===== config.mk =====
export PLATFORM = sky130hd
export DESIGN_NAME = prbs_wave_gen
export DESIGN_NICKNAME = d
export VERILOG_FILES = /design/src/rtl/prbs_wave_gen.sv
export SDC_FILE = /design/constraint.sdc
export NUM_CORES = 1
export LEC_CHECK = 0
export CAP_MARGIN = 10
export CORE_MARGIN = 2
export CORE_UTILIZATION = 40
export CTS_CLUSTER_DIAMETER = 50
export DETAILED_ROUTE_END_ITERATION = 10
export HOLD_SLACK_MARGIN = 0.02
export PLACE_DENSITY_LB_ADDON = 0.08
export SETUP_SLACK_MARGIN = 0.4
export SLEW_MARGIN = 20
export SYNTH_ARGS = -nofsm -noshare
export SYNTH_HDL_FRONTEND = slang
export SYNTH_SLANG_ARGS = --single-unit

===== constraint.sdc =====
create_clock -name dac_clk -period 3.2 [get_ports dac_clk]
set_input_delay 0.64 -clock dac_clk [delete_from_list [all_inputs] [get_ports dac_clk]]
set_output_delay 0.64 -clock dac_clk [all_outputs]
set_load 0.03 [all_outputs]

===== src/rtl/prbs_wave_gen.sv =====
// prbs_wave_gen: PN7..PN31 pseudo-random bit source.
// The bit rate comes from a phase-accumulator NCO. Each bit selects one of two
// signed DAC levels: dc_offset +/- amplitude, saturated to the DAC range.
// Optional feature macro: PRBS_EDGE_RAMP_EN. When it is defined, level changes
// ramp over about 2^edge_shift cycles. When it is undefined, the output steps
// to the new level in one cycle and edge_shift is stored but has no effect.
module prbs_wave_gen #(
  parameter int DAC_W = 16,
  parameter int NCO_W = 32
) (
  input  logic             dac_clk,
  input  logic             reset_n,
  input  logic             enable,
  input  logic             cfg_load,
  input  logic [3:0]       cfg_pn_sel,
  input  logic [NCO_W-1:0] cfg_rate_inc,
  input  logic [3:0]       cfg_edge_shift,
  input  logic [DAC_W-1:0] cfg_amplitude,
  input  logic [DAC_W-1:0] cfg_dc_offset,
  output logic             prbs_valid,
  output logic             bit_strobe,
  output logic             prbs_bit,
  output logic [DAC_W-1:0] dac_data
);

  localparam int LW = 31;         // longest supported LFSR (PN31)
  localparam int EW = DAC_W + 2;  // headroom for dc_offset +/- amplitude

  localparam logic signed [EW-1:0] SAT_MAX = {3'b000, {(DAC_W-1){1'b1}}};
  localparam logic signed [EW-1:0] SAT_MIN = {3'b111, {(DAC_W-1){1'b0}}};

  typedef enum logic {ST_IDLE, ST_RUN} state_t;

  // Active-length mask plus the two Fibonacci tap positions (bit indices).
  typedef struct packed {
    logic [LW-1:0] mask;
    logic [4:0]    hi;
    logic [4:0]    lo;
  } poly_t;

  // Polynomial table. Selects 7..15 fall back to PN7.
  function automatic poly_t poly_of(input logic [3:0] sel);
    poly_t p;
    p.mask = 31'h0000_007F; p.hi = 5'd6; p.lo = 5'd5;          // x^7+x^6+1
    case (sel)
      4'd1: begin p.mask = 31'h0000_01FF; p.hi = 5'd8;  p.lo = 5'd4;  end
      4'd2: begin p.mask = 31'h0000_07FF; p.hi = 5'd10; p.lo = 5'd8;  end
      4'd3: begin p.mask = 31'h0000_7FFF; p.hi = 5'd14; p.lo = 5'd13; end
      4'd4: begin p.mask = 31'h000F_FFFF; p.hi = 5'd19; p.lo = 5'd2;  end
      4'd5: begin p.mask = 31'h007F_FFFF; p.hi = 5'd22; p.lo = 5'd17; end
      4'd6: begin p.mask = 31'h7FFF_FFFF; p.hi = 5'd30; p.lo = 5'd27; end
      default: ;
    endcase
    return p;
  endfunction

  // The seed is all-ones over the active length, which is exactly the mask.
  function automatic logic [LW-1:0] seed_of(input logic [3:0] sel);
    poly_t p;
    p = poly_of(sel);
    return p.mask;
  endfunction

  // Clamp a widened level into the signed DAC_W range.
  function automatic logic [DAC_W-1:0] saturate(input logic signed [EW-1:0] v);
    logic signed [EW-1:0] c;
    c = v;
    if (v > SAT_MAX) c = SAT_MAX;
    if (v < SAT_MIN) c = SAT_MIN;
    return c[DAC_W-1:0];
  endfunction

  // Shadow configuration. The datapath reads only these registers.
  logic [3:0]       pn_sel_q;
  logic [NCO_W-1:0] rate_q;
  logic [3:0]       edge_shift_q;
  logic [DAC_W-1:0] amp_q;
  logic [DAC_W-1:0] dc_q;

  state_t           state;
  logic [NCO_W-1:0] acc;
  logic [LW-1:0]    lfsr;

  poly_t            cur_poly;
  logic [LW-1:0]    seed_mask;
  logic             pn_change;
  logic             lfsr_fb;
  logic [LW-1:0]    lfsr_step;
  logic             nco_carry;
  logic [NCO_W-1:0] nco_sum;

  logic signed [EW-1:0] dc_ext;
  logic signed [EW-1:0] amp_ext;
  logic signed [EW-1:0] tgt_raw;
  logic [DAC_W-1:0]     tgt;
  logic [DAC_W-1:0]     dac_next;

  assign cur_poly  = poly_of(pn_sel_q);
  assign pn_change = cfg_load && (cfg_pn_sel != pn_sel_q);
  // A pn_sel being loaded in the same cycle wins, so the seed length always
  // matches the polynomial that will actually run.
  assign seed_mask = seed_of(cfg_load ? cfg_pn_sel : pn_sel_q);

  assign lfsr_fb   = lfsr[cur_poly.hi] ^ lfsr[cur_poly.lo];
  assign lfsr_step = {lfsr[LW-2:0], lfsr_fb} & cur_poly.mask;

  assign {nco_carry, nco_sum} = {1'b0, acc} + {1'b0, rate_q};

  assign dc_ext  = {{2{dc_q[DAC_W-1]}}, dc_q};
  assign amp_ext = {2'b00, amp_q};

  // Capture the configuration only on a cfg_load pulse.
  always_ff @(posedge dac_clk or negedge reset_n) begin
    // NOTE: sequential state uses non-blocking (<=) so every flop samples
    // pre-edge values no matter how the statements are ordered.
    if (!reset_n) begin
      pn_sel_q     <= '0;
      rate_q       <= '0;
      edge_shift_q <= '0;
      amp_q        <= '0;
      dc_q         <= '0;
    end else if (cfg_load) begin
      pn_sel_q     <= cfg_pn_sel;
      rate_q       <= cfg_rate_inc;
      edge_shift_q <= cfg_edge_shift;
      amp_q        <= cfg_amplitude;
      dc_q         <= cfg_dc_offset;
    end
  end

  // Target level for the current bit: dc +/- amplitude, then saturated.
  always_comb begin
    // NOTE: give every always_comb output a default first, so that no path
    // leaves it unassigned and infers a latch.
    tgt_raw = dc_ext - amp_ext;
    if (prbs_bit) tgt_raw = dc_ext + amp_ext;
  end

  assign tgt = saturate(tgt_raw);

`ifdef PRBS_EDGE_RAMP_EN
  logic [DAC_W:0]       step_raw;
  logic [DAC_W:0]       step_sel;
  logic signed [EW-1:0] step_ext;
  logic signed [EW-1:0] cur_ext;
  logic signed [EW-1:0] tgt_ext;
  logic signed [EW-1:0] diff;
  logic signed [EW-1:0] ramp_ext;

  assign step_raw = {amp_q, 1'b0} >> edge_shift_q;
  assign step_sel = (step_raw == '0) ? {{DAC_W{1'b0}}, 1'b1} : step_raw;
  assign step_ext = {1'b0, step_sel};
  assign cur_ext  = {{2{dac_data[DAC_W-1]}}, dac_data};
  assign tgt_ext  = {{2{tgt[DAC_W-1]}}, tgt};
  assign diff     = tgt_ext - cur_ext;

  // Slew toward the target one step per cycle and land on it exactly. The
  // ramp always starts from the present sample, so a reversal mid-ramp is
  // smooth.
  always_comb begin
    ramp_ext = tgt_ext;
    if (diff > step_ext)       ramp_ext = cur_ext + step_ext;
    else if (diff < -step_ext) ramp_ext = cur_ext - step_ext;
  end

  assign dac_next = saturate(ramp_ext);
`else
  // Without ramping, the output steps to the target in one cycle.
  // The edge_shift shadow register is kept but not used.
  logic unused_edge_shift;
  assign unused_edge_shift = ^edge_shift_q;
  assign dac_next = tgt;
`endif

  // Run/idle control, NCO, LFSR and the registered outputs.
  always_ff @(posedge dac_clk or negedge reset_n) begin
    if (!reset_n) begin
      state      <= ST_IDLE;
      acc        <= '0;
      lfsr       <= 31'h0000_007F;
      prbs_valid <= 1'b0;
      bit_strobe <= 1'b0;
      prbs_bit   <= 1'b0;
      dac_data   <= '0;
    end else begin
      bit_strobe <= 1'b0;
      case (state)
        ST_IDLE: begin
          acc        <= '0;
          prbs_valid <= 1'b0;
          dac_data   <= dc_q;
          if (enable) begin
            state <= ST_RUN;
            lfsr  <= seed_mask;
          end
        end
        ST_RUN: begin
          if (!enable) begin
            state      <= ST_IDLE;
            acc        <= '0;
            prbs_valid <= 1'b0;
            dac_data   <= dc_q;
          end else begin
            // Hold dc until the first bit exists. After that, follow the
            // target set by the bit strobed in the previous cycle.
            dac_data <= prbs_valid ? dac_next : dc_q;
            if (pn_change) begin
              // A new polynomial restarts both the phase and the sequence.
              acc  <= '0;
              lfsr <= seed_mask;
            end else begin
              acc <= nco_sum;
              if (nco_carry) begin
                bit_strobe <= 1'b1;
                prbs_valid <= 1'b1;
                prbs_bit   <= lfsr_fb;
                // All-zeros would lock the LFSR, so reseed if it ever appears.
                lfsr <= (lfsr_step == '0) ? cur_poly.mask : lfsr_step;
              end
            end
          end
        end
        default: state <= ST_IDLE;
      endcase
    end
  end

endmodule


==> run_results.csv <==
group,metric,value,unit
final_layout,multi_input_area,5670,sq um
grt,grt_use_total,0.202,
setup_path,r2r-start,"amp_q[6]",
drt,wl,23.4,mm
floorplanning,die_w,156,um
grt,grt-ovfl-total,0,
logic_synthesis,synth_edf_count,0,
sta,fin_ws,-0.0818,ns
floorplanning,io_pins,95,
sta,finalCriticalPeriod,3.28,ns
clocking,clk_pin_slew_worst_paths,0.07,ns
final_layout,fin_nets,1251,
placement,place_ws,-0.273,ns
setup_path,cp_max_fo,6,
setup_path,worst_path_max_delay_cell,"dfrtp_1",
placement,portBuffers,90,
drt,drtIter0Drc,396,
logic_synthesis,yosysWarnings,0,
setup_path,r2r_end,"dac_data[7]",
placement,dp_hpwl,17.0,mm
logic_synthesis,syn_avg_cell_area,9.86,sq um
grt,grt_pass1_wl,39.3,mm
min_path,worstHoldPathType,"input port to async pin",
drt,vias,7737,
floorplanning,start_util,0.407,
drt,avgRoutedWirePerCell,16.5,um
logic_synthesis,synthArstFlopShare,1.00,
setup_path,end_kind,"register",
clocking,clock_path_buffers,2,
setup_path,r2r_slack,-0.08,ns
logic_synthesis,ys_seq_area_frac,0.413,
logic_synthesis,ys.flop_type,"dfrtp_1",
final_layout,fillers,2051,
clocking,cts_tree,"built",
logic_synthesis,synth_nets,1059,
setup_path,crit_chain,"nor4_4 -> nor2b_4 -> a21oi_2 -> xnor2_1 -> ha_1 -> a21o_1 -> buf_6 -> a221oi_4 -> o21ai_1 -> o22ai_1 -> xor2_1 -> buf_4 -> a21boi_4 -> buf_6 -> nor2_1 -> o21ai_1",
sta,fmax,305,MHz
sta,period_share,1.03,
setup_path,cp-startpoint,"amp_q[6]",
run_status,violations,"setup timing",
final_layout,regArea,3790,sq um
setup_path,r2r_cells,16,
logic_synthesis,synthesis.area,9180,sq um
setup_path,cp.depth,16,
logic_synthesis,ys_seq_elements,151,
final_layout,syn2layout_area_growth,35.9,%
run_status,status,"finished with violations",
logic_synthesis,synth_cell_type_count,86,
floorplanning,rows,55,
logic_synthesis,synth_top_area_cell,"dfrtp_1",
setup_path,critical_path_class,"register to register",
power_and_ir_drop,power.density,626,nW/um^2
sta,fin_skew,0.0103,ns
floorplanning,dieArea,24200,sq um
sta,tightestPinTransition,0.640,ns
drt,antenna_left,0,
grt,grt_pass1_vias,7704,
placement,finalWeightedCongestion,0.912,
setup_path,crit_path_max_incr_delay,0.40,ns
logic_synthesis,synth_area_leaders,"dfrtp_1 (39%), mux2_2 (7.5%), ha_1 (6.8%)",
job,maxCapViolations,0,
final_layout,final_core_util,0.553,
floorplanning,dieHeight,156,um
clocking,clkLatencyLatePin,0.43,ns
final_layout,final_cell_mix,"dfrtp_1 (142), buf_4 (90), clkdlybuf4s50_1 (88)",
setup_path,cp.arrival,3.63,ns
logic_synthesis,synthCells,931,
sta,tns,-0.956,ns
grt,grt_max_degree,59,
floorplanning,core,22600,sq um
drt,dr.pass1.iters,5,
final_layout,layout.cells.most_common,"dfrtp_1",
setup_path,start_kind,"register",
clocking,cts-root-buf,"clkbuf_16",
power_and_ir_drop,peakVddDrop,344,uV
setup_path,cp.required,3.54,ns
power_and_ir_drop,leakage,0.00539,uW
drt,vias_per_cell,5.44,
setup_path,crit_family,"compound AO/OA/AOI/OAI gates",
grt,antenna_found_initial,0,
drt,drc,0,
clocking,htreeDepth,4,
sta,hold_viol_final,0,
clocking,numCtsBuffers,17,
final_layout,diodes,0,
logic_synthesis,synth_top_area_frac,0.392,
final_layout,layout-drive-gt1-share,0.287,
setup_path,crit_buf_inv,3,
sta,finalMaxSlewViolations,0,
sta,setup_viol,15,
setup_path,critPathCapture,"dac_data[7]",
clocking,cts_sinks,151,
sta,slew_headroom,0.567,
sta,rsz0062_at_grt,"true",
## layer usage
layer | part of all wire | wire (um) | up-vias | track usage
met3 | 0.033 | 772 | 16 | 0.0318
met5 | 0 | 0 | - | 0
met2 | 0.48 | 11200 | 132 | 0.334
met1 | 0.48 | 11200 | 3773 | 0.279
li1 | - | - | 3816 | -
met4 | 0.012 | 277 | 0 | 0.0529
## cell type report
type / instances / share of cell area
Sequential cell: 151 / 0.304
Tap cell: 285 / 0.0286
Clock inverter: 14 / 0.0129
Clock buffer: 18 / 0.0344
Inverter: 22 / 0.00662
Timing Repair Buffer: 207 / 0.159
Multi-Input combinational cell: 724 / 0.455
## cell usage after synthesis, types with 17 or more instances
| cell | instances |
|---|---|
| mux2_2 | 61 |
| xor2_1 | 34 |
| nor2_1 | 100 |
| a21oi_1 | 55 |
| o21ai_0 | 48 |
| nand2_1 | 74 |
| ha_1 | 50 |
| xnor2_1 | 23 |
| a21o_1 | 17 |
| clkbuf_1 | 19 |
| inv_1 | 21 |
| dfrtp_1 | 144 |
| nor3_1 | 17 |
## power breakdown
| group | internal (uW) | total, uW | switching, uW | leakage, uW |
|---|---|---|---|---|
| clock | 1170 | 2040 | 871 | 0.000278 |
| combinational | 1710 | 3460 | 1750 | 0.00327 |
| sequential | 2100 | 2310 | 206 | 0.00185 |
## logic make-up after synthesis
group	count (synthesis)	synth area share
adders and majority gates	52	0.0725
xor gates and xnor gates	58	0.0561
muxes	66	0.0803
DFF	151	0.413
AOI/OAI and AO/OA	269	0.208
and+or+nand+nor	278	0.144
buffers and inverters	57	0.0271
## registers in the layout, summed over array words and instances (netlist names)
register / flops
dac_data: 16
rate_q: 32
lfsr: 31
amp_q: 16
prbs_valid: 1
bit_strobe: 1
acc: 32
pn_sel_q: 4
dc_q: 16
prbs_bit: 1
state: 1
## worst register-to-register path, cell delays in order (launching register included)
cell and delay (ns):
dfrtp_1 0.40, nor4_4 0.30, nor2b_4 0.24, a21oi_2 0.08
xnor2_1 0.14, ha_1 0.32, a21o_1 0.23, buf_6 0.14
a221oi_4 0.29, o21ai_1 0.10, o22ai_1 0.18, xor2_1 0.10
buf_4 0.16, a21boi_4 0.18, buf_6 0.16, nor2_1 0.05
o21ai_1 0.12
## worst min-delay path by stage
stage              endpoint  startpoint  slack, ns
3_3_place_gp      rate_q[0]   rate_q[0]       0.50
5_1_grt        dac_data[12]     reset_n       0.20
4_1_cts           amp_q[13]     reset_n       0.18
6_report           dc_q[13]     reset_n       0.18
2_1_floorplan        acc[0]     reset_n       0.34
3_5_place_dp      rate_q[0]   rate_q[0]       0.51
## timing repair
| action | CTS | global route |
|---|---|---|
| setup endpoints to repair | 50 | 54 |
| cloned | 1 | 4 |
| hold buffers | 0 | 0 |
| resized for setup | 50 | 76 |
| pin swaps | 50 | 48 |
| buffers inserted | 10 | 11 |
## metrics by stage
step	instance area [sq um]	std cells	power (uW)	hold WS (ns)
after floorplan	9230	931	4080	0.344
after global placement	11000	1363	5110	0.502
after detailed placement	11000	1363	5130	0.505
after CTS	12000	1406	7520	0.183
after global routing	12500	1421	8330	0.202
final	12500	1421	7810	0.179
Power figures use the tool's default switching activity.
